<file path="src/rtl/data_upload.sv">
// SPI-side upload engine: answers FILE_RX commands by prefetching bytes from
// external RAM and shifting them out on sdo, all in the system clock domain.
`timescale 1ns/1ps
module data_upload #(
    parameter logic [24:0] BASE0    = 25'h0010000,
    parameter logic [24:0] BASE2    = 25'h0100000,
    parameter logic [24:0] BASE_DEF = 25'h0000000
) (
    input  logic        clk,
    input  logic        reset_n,
    input  logic        sck,
    input  logic        ss,
    input  logic        sdi,
    output logic        sdo,
    output logic        uploading,
    output logic [4:0]  index,
    output logic        rd,
    output logic [24:0] a,
    input  logic [7:0]  q,
    input  logic        ready,
    output logic        underrun
);

    localparam logic [7:0] CMD_FILE_INDEX  = 8'h55;
    localparam logic [7:0] CMD_FILE_RX     = 8'h56;
    localparam logic [7:0] CMD_FILE_RX_DAT = 8'h57;

    typedef enum logic [1:0] {
        ST_IDLE = 2'd0,
        ST_REQ  = 2'd1,
        ST_FULL = 2'd2
    } fetch_state_t;

    logic [1:0]   sck_sync_r, ss_sync_r, sdi_sync_r;
    logic         sck_prev_r;
    logic [3:0]   cnt_r;
    logic [6:0]   rx_sh_r;
    logic [7:0]   cmd_r;
    logic         load_pend_r;
    logic [7:0]   shifter_r;
    logic         sdo_r;
    logic         uploading_r;
    logic [4:0]   index_r;
    logic         rd_r;
    logic [24:0]  a_r;
    logic [7:0]   buf_r;
    logic         underrun_r;
    fetch_state_t state_r, state_nxt_s;

    logic         sck_s, ss_s, sdi_s, sck_rise_s, sck_fall_s;
    logic [7:0]   rx_byte_s;
    logic         byte_done_s, start_s, stop_s, idx_s, load_s, load_hit_s;
    logic [24:0]  base_s;

    assign sck_s       = sck_sync_r[1];
    assign ss_s        = ss_sync_r[1];
    assign sdi_s       = sdi_sync_r[1];
    assign sck_rise_s  = sck_s & ~sck_prev_r;
    assign sck_fall_s  = ~sck_s & sck_prev_r;
    assign rx_byte_s   = {rx_sh_r, sdi_s};
    assign byte_done_s = ~ss_s & sck_rise_s & (cnt_r == 4'd15);
    assign start_s     = byte_done_s & (cmd_r == CMD_FILE_RX) & rx_byte_s[0];
    assign stop_s      = byte_done_s & (cmd_r == CMD_FILE_RX) & ~rx_byte_s[0];
    assign idx_s       = byte_done_s & (cmd_r == CMD_FILE_INDEX);
    assign load_s      = ~ss_s & sck_fall_s & load_pend_r
                         & (cmd_r == CMD_FILE_RX_DAT) & uploading_r;
    assign load_hit_s  = load_s & (state_r == ST_FULL);

    // Start address selection from the last received menu index
    always_comb begin
        base_s = BASE_DEF;
        case (index_r)
            5'd0:    base_s = BASE0;
            5'd2:    base_s = BASE2;
            default: base_s = BASE_DEF;
        endcase
    end

    // Pin synchronizers and sck edge history
    always_ff @(posedge clk or negedge reset_n) begin
        if (!reset_n) begin
            sck_sync_r <= 2'b00;
            ss_sync_r  <= 2'b11;
            sdi_sync_r <= 2'b00;
            sck_prev_r <= 1'b0;
        end else begin
            sck_sync_r <= {sck_sync_r[0], sck};
            ss_sync_r  <= {ss_sync_r[0], ss};
            sdi_sync_r <= {sdi_sync_r[0], sdi};
            sck_prev_r <= sck_s;
        end
    end

    // Bit counter, command capture and output shifter; ss high beats any sck edge
    always_ff @(posedge clk or negedge reset_n) begin
        if (!reset_n) begin
            cnt_r       <= 4'd0;
            rx_sh_r     <= 7'd0;
            cmd_r       <= 8'h00;
            load_pend_r <= 1'b0;
            shifter_r   <= 8'h00;
            sdo_r       <= 1'b0;
        end else begin
            sdo_r <= ss_s ? 1'b0 : shifter_r[7];
            if (ss_s) begin
                cnt_r       <= 4'd0;
                rx_sh_r     <= 7'd0;
                load_pend_r <= 1'b0;
                shifter_r   <= 8'h00;
            end else if (sck_rise_s) begin
                rx_sh_r <= rx_byte_s[6:0];
                if (cnt_r == 4'd7) begin
                    cmd_r       <= rx_byte_s;
                    cnt_r       <= 4'd8;
                    load_pend_r <= 1'b1;
                end else if (cnt_r == 4'd15) begin
                    cnt_r       <= 4'd8;
                    load_pend_r <= 1'b1;
                end else begin
                    cnt_r <= cnt_r + 4'd1;
                end
            end else if (sck_fall_s) begin
                if (load_pend_r) begin
                    load_pend_r <= 1'b0;
                    if (load_s) begin
                        shifter_r <= (state_r == ST_FULL) ? buf_r : 8'hFF;
                    end else begin
                        shifter_r <= 8'h00;
                    end
                end else begin
                    shifter_r <= {shifter_r[6:0], 1'b0};
                end
            end
        end
    end

    // Fetch FSM next state; a start or end command overrides the fetch progress
    always_comb begin
        state_nxt_s = state_r;
        if (start_s) begin
            state_nxt_s = ST_REQ;
        end else if (stop_s) begin
            state_nxt_s = ST_IDLE;
        end else begin
            case (state_r)
                ST_IDLE: state_nxt_s = ST_IDLE;
                ST_REQ:  state_nxt_s = ready  ? ST_FULL : ST_REQ;
                ST_FULL: state_nxt_s = load_s ? ST_REQ  : ST_FULL;
                default: state_nxt_s = ST_IDLE;
            endcase
        end
    end

    // Fetch state, session flags, address and prefetch buffer
    always_ff @(posedge clk or negedge reset_n) begin
        if (!reset_n) begin
            state_r     <= ST_IDLE;
            rd_r        <= 1'b0;
            uploading_r <= 1'b0;
            underrun_r  <= 1'b0;
            index_r     <= 5'd0;
            a_r         <= 25'd0;
            buf_r       <= 8'h00;
        end else begin
            state_r <= state_nxt_s;
            rd_r    <= (state_nxt_s == ST_REQ);
            if (idx_s) begin
                index_r <= rx_byte_s[4:0];
            end
            if (start_s) begin
                uploading_r <= 1'b1;
                underrun_r  <= 1'b0;
                a_r         <= base_s;
            end else if (stop_s) begin
                uploading_r <= 1'b0;
            end else begin
                if (load_hit_s) begin
                    a_r <= a_r + 25'd1;
                end
                if (load_s && (state_r != ST_FULL)) begin
                    underrun_r <= 1'b1;
                end
            end
            // A ready landing with an underrun load still fills the buffer for the retry
            if ((state_r == ST_REQ) && ready && !start_s && !stop_s) begin
                buf_r <= q;
            end
        end
    end

    assign sdo       = sdo_r;
    assign uploading = uploading_r;
    assign index     = index_r;
    assign rd        = rd_r;
    assign a         = a_r;
    assign underrun  = underrun_r;

endmodule

</file>
<file path="config.mk">
export PLATFORM = sky130hd
export DESIGN_NAME = data_upload
export DESIGN_NICKNAME = d
export VERILOG_FILES = /design/src/rtl/data_upload.sv
export SDC_FILE = /design/constraint.sdc
export NUM_CORES = 1
export LEC_CHECK = 0
export CAP_MARGIN = 20
export CORE_MARGIN = 1.5
export CORE_UTILIZATION = 45
export DETAILED_ROUTE_END_ITERATION = 7
export GPL_TIMING_DRIVEN = 0
export MAX_ROUTING_LAYER = met4
export PLACE_DENSITY = 0.76
export SLEW_MARGIN = 20
export SYNTH_ARGS = -nofsm -noshare
export SYNTH_HDL_FRONTEND = slang
export SYNTH_SLANG_ARGS = --single-unit
</file>
<file path="constraint.sdc">
create_clock -name clk -period 3.1 [get_ports clk]
set_clock_uncertainty 0.05 [all_clocks]
set_input_delay 0.62 -clock clk [delete_from_list [all_inputs] [get_ports clk]]
set_output_delay 0.62 -clock clk [all_outputs]
set_load 0.005 [all_outputs]
</file>
## After elaboration in Yosys (flattened, before gate mapping)

Cells that the tools add are included.

| word-level totals | value |
|---|---|
| register bits after elaboration | 79 |
| latch bits | 0 |
| memory bits (writable) | 0 |
| memory bits (read-only) | 0 |
| input bits | 14 |
| output and inout port bits | 34 |
| logic and storage cells | 99 |
| memories | 0 |

| operators by class | value |
|---|---|
| add/sub/neg operators | 2 |
| $mul | 0 |
| div/mod/pow operators | 0 |
| order comparisons | 0 |
| equal/unequal tests | 13 |
| shift-type cells | 0 |
| multiplexer cells | 32 |
| bitwise logic cells | 17 |
| reductions and logical operators | 18 |

Operators with widths:

| operator | number |
|---|---|
| two-way mux 25 bit | 3 |
| two-way mux 8 bit | 6 |
| case mux 21 bit (2 select lines) | 1 |
| adder 25 x 1 -> 25 bit (second input constant) | 1 |
| equality test 8 x 7 -> 1 bit (second input constant) | 3 |
| two-way mux 4 bit | 4 |
| two-way mux 7 bit | 2 |
| bitwise AND 1 bit | 13 |
| two-way mux 1 bit | 11 |
| nonzero test 2 bit | 5 |
| two-way mux 2 bit | 4 |
| AND reduction 2 bit | 4 |
| inequality test 2 bit (second input constant) | 3 |
| equality test 5 x 2 -> 1 bit (second input constant) | 1 |
| zero test 5 bit | 1 |
| adder 4 x 1 -> 4 bit (second input constant) | 1 |
| equality test 2 x 1 -> 1 bit (second input constant) | 2 |
| equality test 4 x 3 -> 1 bit (second input constant) | 1 |
| equality test 4 bit (second input constant) | 1 |
| logical AND 1 bit | 4 |
| inequality test 4 x 2 -> 1 bit (second input constant) | 1 |
| NOT 1 bit | 4 |
| case mux 2 bit (2 select lines) | 1 |
| AND reduction 3 bit | 1 |
| 3 further kinds | 4 |

## Logic depth before layout (Yosys ltp)

| depth | value |
|---|---|
| depth after elaboration | 11 |
| depth in mapped cells | 9 |
| gate-level depth less buffers | 7 |

## Worst setup path before layout

Ideal clock, no wire load.

| path | value |
|---|---|
| path type | flip-flop to flip-flop |
| start | register cmd_r[5] |
| end | register a_r[19], in the netlist a[19] |
| library setup time | 78 ps |
| arrival time | 2254 ps |
| required time | 2972 ps |
| path slack | 718 ps |
| cell stages (with the launch flop) | 7 |
| path buffers | 1 |
| clock period less this slack | 2382 ps |
| path through | dfrtp_1 nand4bb_4 or4_4 or3_1 buf_2 or4_1 a21oi_1 |

| on the way | value |
|---|---|
| word-level cells in the longest chain between the ends | 6 |
| elaborated cells between the ends (all ways) | 12 |
| classes of those cells | 3 x eq/ne; 1 x mux; 6 x bitwise; 2 x reduce/logical |

RTL lines:

| item | line | source |
|---|---|---|
| from (decl) | 38 | `logic [7:0] cmd_r;` |
| from (signal assigned) | 113 | `cmd_r <= rx_byte_s;` |
| equality test 8 x 7 -> 1 bit | 66 | `& (cmd_r == CMD_FILE_RX_DAT) & uploading_r;` |
| bitwise AND 1 bit (2 in a row) | 66 |  |
| bitwise AND 1 bit | 67 | `assign load_hit_s = load_s & (state_r == ST_FULL);` |
| nonzero test 2 bit (no source line) | n/a |  |
| AND reduction 2 bit (no source line) | n/a |  |
| to (signal assigned) | 173 | `a_r <= base_s;` |
| to (signal assigned) | 178 | `a_r <= a_r + 25'd1;` |
| to (decl) | 45 | `logic [24:0] a_r;` |

Several ways; a longest one is shown, not always the timed one.
A chain may end at the register's enable or synchronous reset.

## Final worst setup path

| path | value |
|---|---|
| start | register cmd_r[5] |
| end | register a_r[21], in the netlist a[21] |

The elaborated chain is that of the path after synthesis.

==> impl_results.md <==
- Routed Wire Length: around 7.4 mm
- Port Buf Inserts: 47
- RD Place Congestion: about 0.85
- Setup_tns: 0 ps
- Antenna cells: 0
- Combinational share of power: 4.1%
- Clock root buffer: clkbuf_8
- Netlist Area Pre-Place: roughly 3600 um2
- Yosys warns: 0
- Number of synthesized flops with an enable pin: 0
- Ports: 48
- Row cnt: 32
- Clock power frac: a little under two fifths
- Share of the synthesized area in the top cell type: around 53%
- Unrepaired setup endpoints after global routing: no
- Most frequent cells in the layout: dfrtp_1, clkdlybuf4s50_1, nand2_1
- Sw frac: between 20% and 30%
- Sequential share of the synthesized area: a little over half
- Crit path to: a[21]$_DFFE_PN0P_
- WHS: approximately 170 ps
- Detail Route Antenna Nets: 0
- Final Cell Area: roughly 4400 um2
- Relative slew slack: between 60% and 70%
- Largest net degree at the start of global routing: 44
- Required @ worst endpoint: ~3300 ps
- Footprint of the multi-input gates: roughly 1500 um2
- Synth area leaders: dfrtp_1, mux2_2, a21oi_1
- CTS Sinks: 79
- Critical Path Source Type: flop
- Initial antenna violation count: 0
- GRT overflow: 0
- Clk_lat worst skew: 350 ps
- Syn Nets: 378
- Die Ht: between 90 and 100 um
- CTS tree: done
- Cell Area, Placed: 4250 um2
- Worst-path maximum fanout: 10
- Mapped Cells: 360
- CTS H-tree lvls: 3
- Switching Power: ~0.42 mW
- Setup Buffers After CTS: 0
- Max-cap violations: 0
- Period utilization: about four fifths
- VDD IR max: around 0.26 mV
- Initial DRC count: slightly below 200
- Data arrival time of the critical path: 2760 ps
- Cts repair resizes: 0
- Total CTS buffers: 9
- R2R cell count: 6
- Min cycle time layout: 2530 ps
- Outcome: complete, no violations
- Clock buffer depth: 2
- Commonest non-fill, non-tap cell in the layout: dfrtp_1
- Pwr/cell area: approximately 400 nW/um2
- Share of layout cells above drive strength 1: 10.1%
- Vias in the first global route: around 2800
- # hold bufs at CTS: 0
- Post-Synthesis Mean Instance Area: 10.1 um2
- Die Width: between 90 and 100 um
- Filler cell count: a little under 700
- R2R Setup Slk: approximately 570 ps
- Crit Path Category: reg2reg
- WL per Instance: roughly 14 um
- Vias: 2843
- Critical R2R Capture: a[21]$_DFFE_PN0P_
- Prevailing post-synth register cell: dfrtp_1
- Core Box Area: 7770 um2
- Initial Util: between 40% and 50%
- Int Pwr: between 1 and 1.5 mW
- CP Launch Point: cmd_r[5]$_DFFE_PN0P_
- Routed vias/inst: about 5.4
- Max Freq: between 300 and 400 MHz
- Worst Max-Slew Pin Slew: ~550 ps
- Area growth syn-to-layout: 21.5%
- Area leader, netlist: dfrtp_1
- FF+latch area: a little under 2000 um2
- Clock transition at the registers of the reported paths: approximately 80 ps
- Nets: 437
- P_leak: 1.84 nW
- Die ar.: 8620 um2
- Ys async rst share: between 90% and 100%
- Synth Register Bits: 79
- Hold Path Class: in2async
- Worst reg2reg path startpoint: cmd_r[5]$_DFFE_PN0P_
- Critical Path End Type: flop
- First-pass GRT wire length: around 12 mm
- Drt drc: 0
- Distinct cells, synth: 40
- All-Layer GR Usage: a little under a fifth
- DRT Pass-1 Iters: 4
- Final Hold Viols: 0
- Post-DP HPWL: between 5 and 6 mm
- Final count of pins violating max slew: 0
- Flop pwr share: about 59%
- Final setup violation count: 0
## per-layer routing
| metal | share of wire, % | global-route usage [%] |
|---|---|---|
| met5 | 0 | - |
| met2 | 49 | 32.2 |
| met1 | 44 | 21.3 |
| met3 | 4.3 | 3.28 |
| met4 | 2.2 | 9.22 |
## synthesized netlist by cell type, types with 5 or more instances
master and n:
o22ai_1 8, nor3_1 10, clkbuf_1 13, or3_1 11, xnor2_1 13, inv_1 27, mux2_2 19, nand3_1 8
nand4_1 8, o21ai_0 24, a21oi_1 27, nand3b_1 5, nor4_1 5, dfrtp_1 77, nor2_1 25, nand2_1 31
and4_1 5, nor2b_1 7
## power groups by stage
stage | combinational (mW) | clock, mW | sequential (mW)
5_1_grt | 0.0825 | 0.711 | 1.05
6_report | 0.0720 | 0.651 | 1.05
3_5_place_dp | 0.0739 | 0 | 1.07
3_3_place_gp | 0.0693 | 0 | 1.07
4_1_cts | 0.0743 | 0.670 | 1.05
2_1_floorplan | 0.0263 | 0 | 1.07
## kinds of logic after synthesis
group                    after synthesis  share of synthesized area (%)
AO/OA/AOI/OAI                         70                           10.7
AND/OR/NAND/NOR                      129                           19.4
XOR/XNOR                              14                           3.38
flip-flops                            79                           54.5
multiplexers                          19                           5.89
adder cells (fa/ha/maj)                4                           1.38
buffers and inverters                 45                           4.72
## cell type report
| cell class | instances | area share (%) |
|---|---|---|
| multi-input cells | 236 | 33.6 |
| clock buffers | 10 | 2.89 |
| flip-flops and latches | 79 | 44.9 |
| plain buffers | 18 | 1.59 |
| clock inverters | 6 | 0.851 |
| repair buffers | 48 | 11.1 |
| inverters | 27 | 2.30 |
| well taps | 102 | 2.89 |
## worst min path at each step
| stage | to | depth (start not counted) | startpoint | slack, ps |
|---|---|---|---|---|
| 5_1_grt | a[12]$_DFFE_PN0P_ | 1 | reset_n | 210 |
| 3_3_place_gp | sck_sync_r[1]$_DFF_PN0_ | 0 | sck_sync_r[0]$_DFF_PN0_ | 280 |
| 2_1_floorplan | a[0]$_DFFE_PN0P_ | 0 | reset_n | 270 |
| 6_report | a[8]$_DFFE_PN0P_ | 1 | reset_n | 170 |
| 3_5_place_dp | sdi_sync_r[1]$_DFF_PN0_ | 0 | sdi_sync_r[0]$_DFF_PN0_ | 290 |
| 4_1_cts | a[10]$_DFFE_PN0P_ | 1 | reset_n | 180 |
## through the flow
step,setup WS (ps),total power [mW],util [%],std cells
6_report,565,1.78,56.8,526
5_1_grt,478,1.85,56.8,526
4_1_cts,549,1.80,56.8,526
3_5_place_dp,568,1.15,54.7,510
3_3_place_gp,-1360,1.14,54.4,509
2_1_floorplan,718,1.10,-,360
## critical path, cell delays in order, from the launching register on
cell       delay [ps]
dfrtp_1           370
nand4bb_4         250
or4_4             570
or3_1             380
buf_2             180
or4_1             500
a21oi_1           150
## state kept, by name (all words and copies together), names as in the netlist
signal,count
state_r,2
sdo,1
underrun,1
sck_sync_r,2
cmd_r,8
buf_r,8
rd,1
ss_sync_r,2
uploading,1
sck_prev_r,1
a,25
load_pend_r,1
shifter_r,8
sdi_sync_r,2
index,5
cnt_r,4
rx_sh_r,7
No activity file was read; power rests on OpenSTA's default activity.
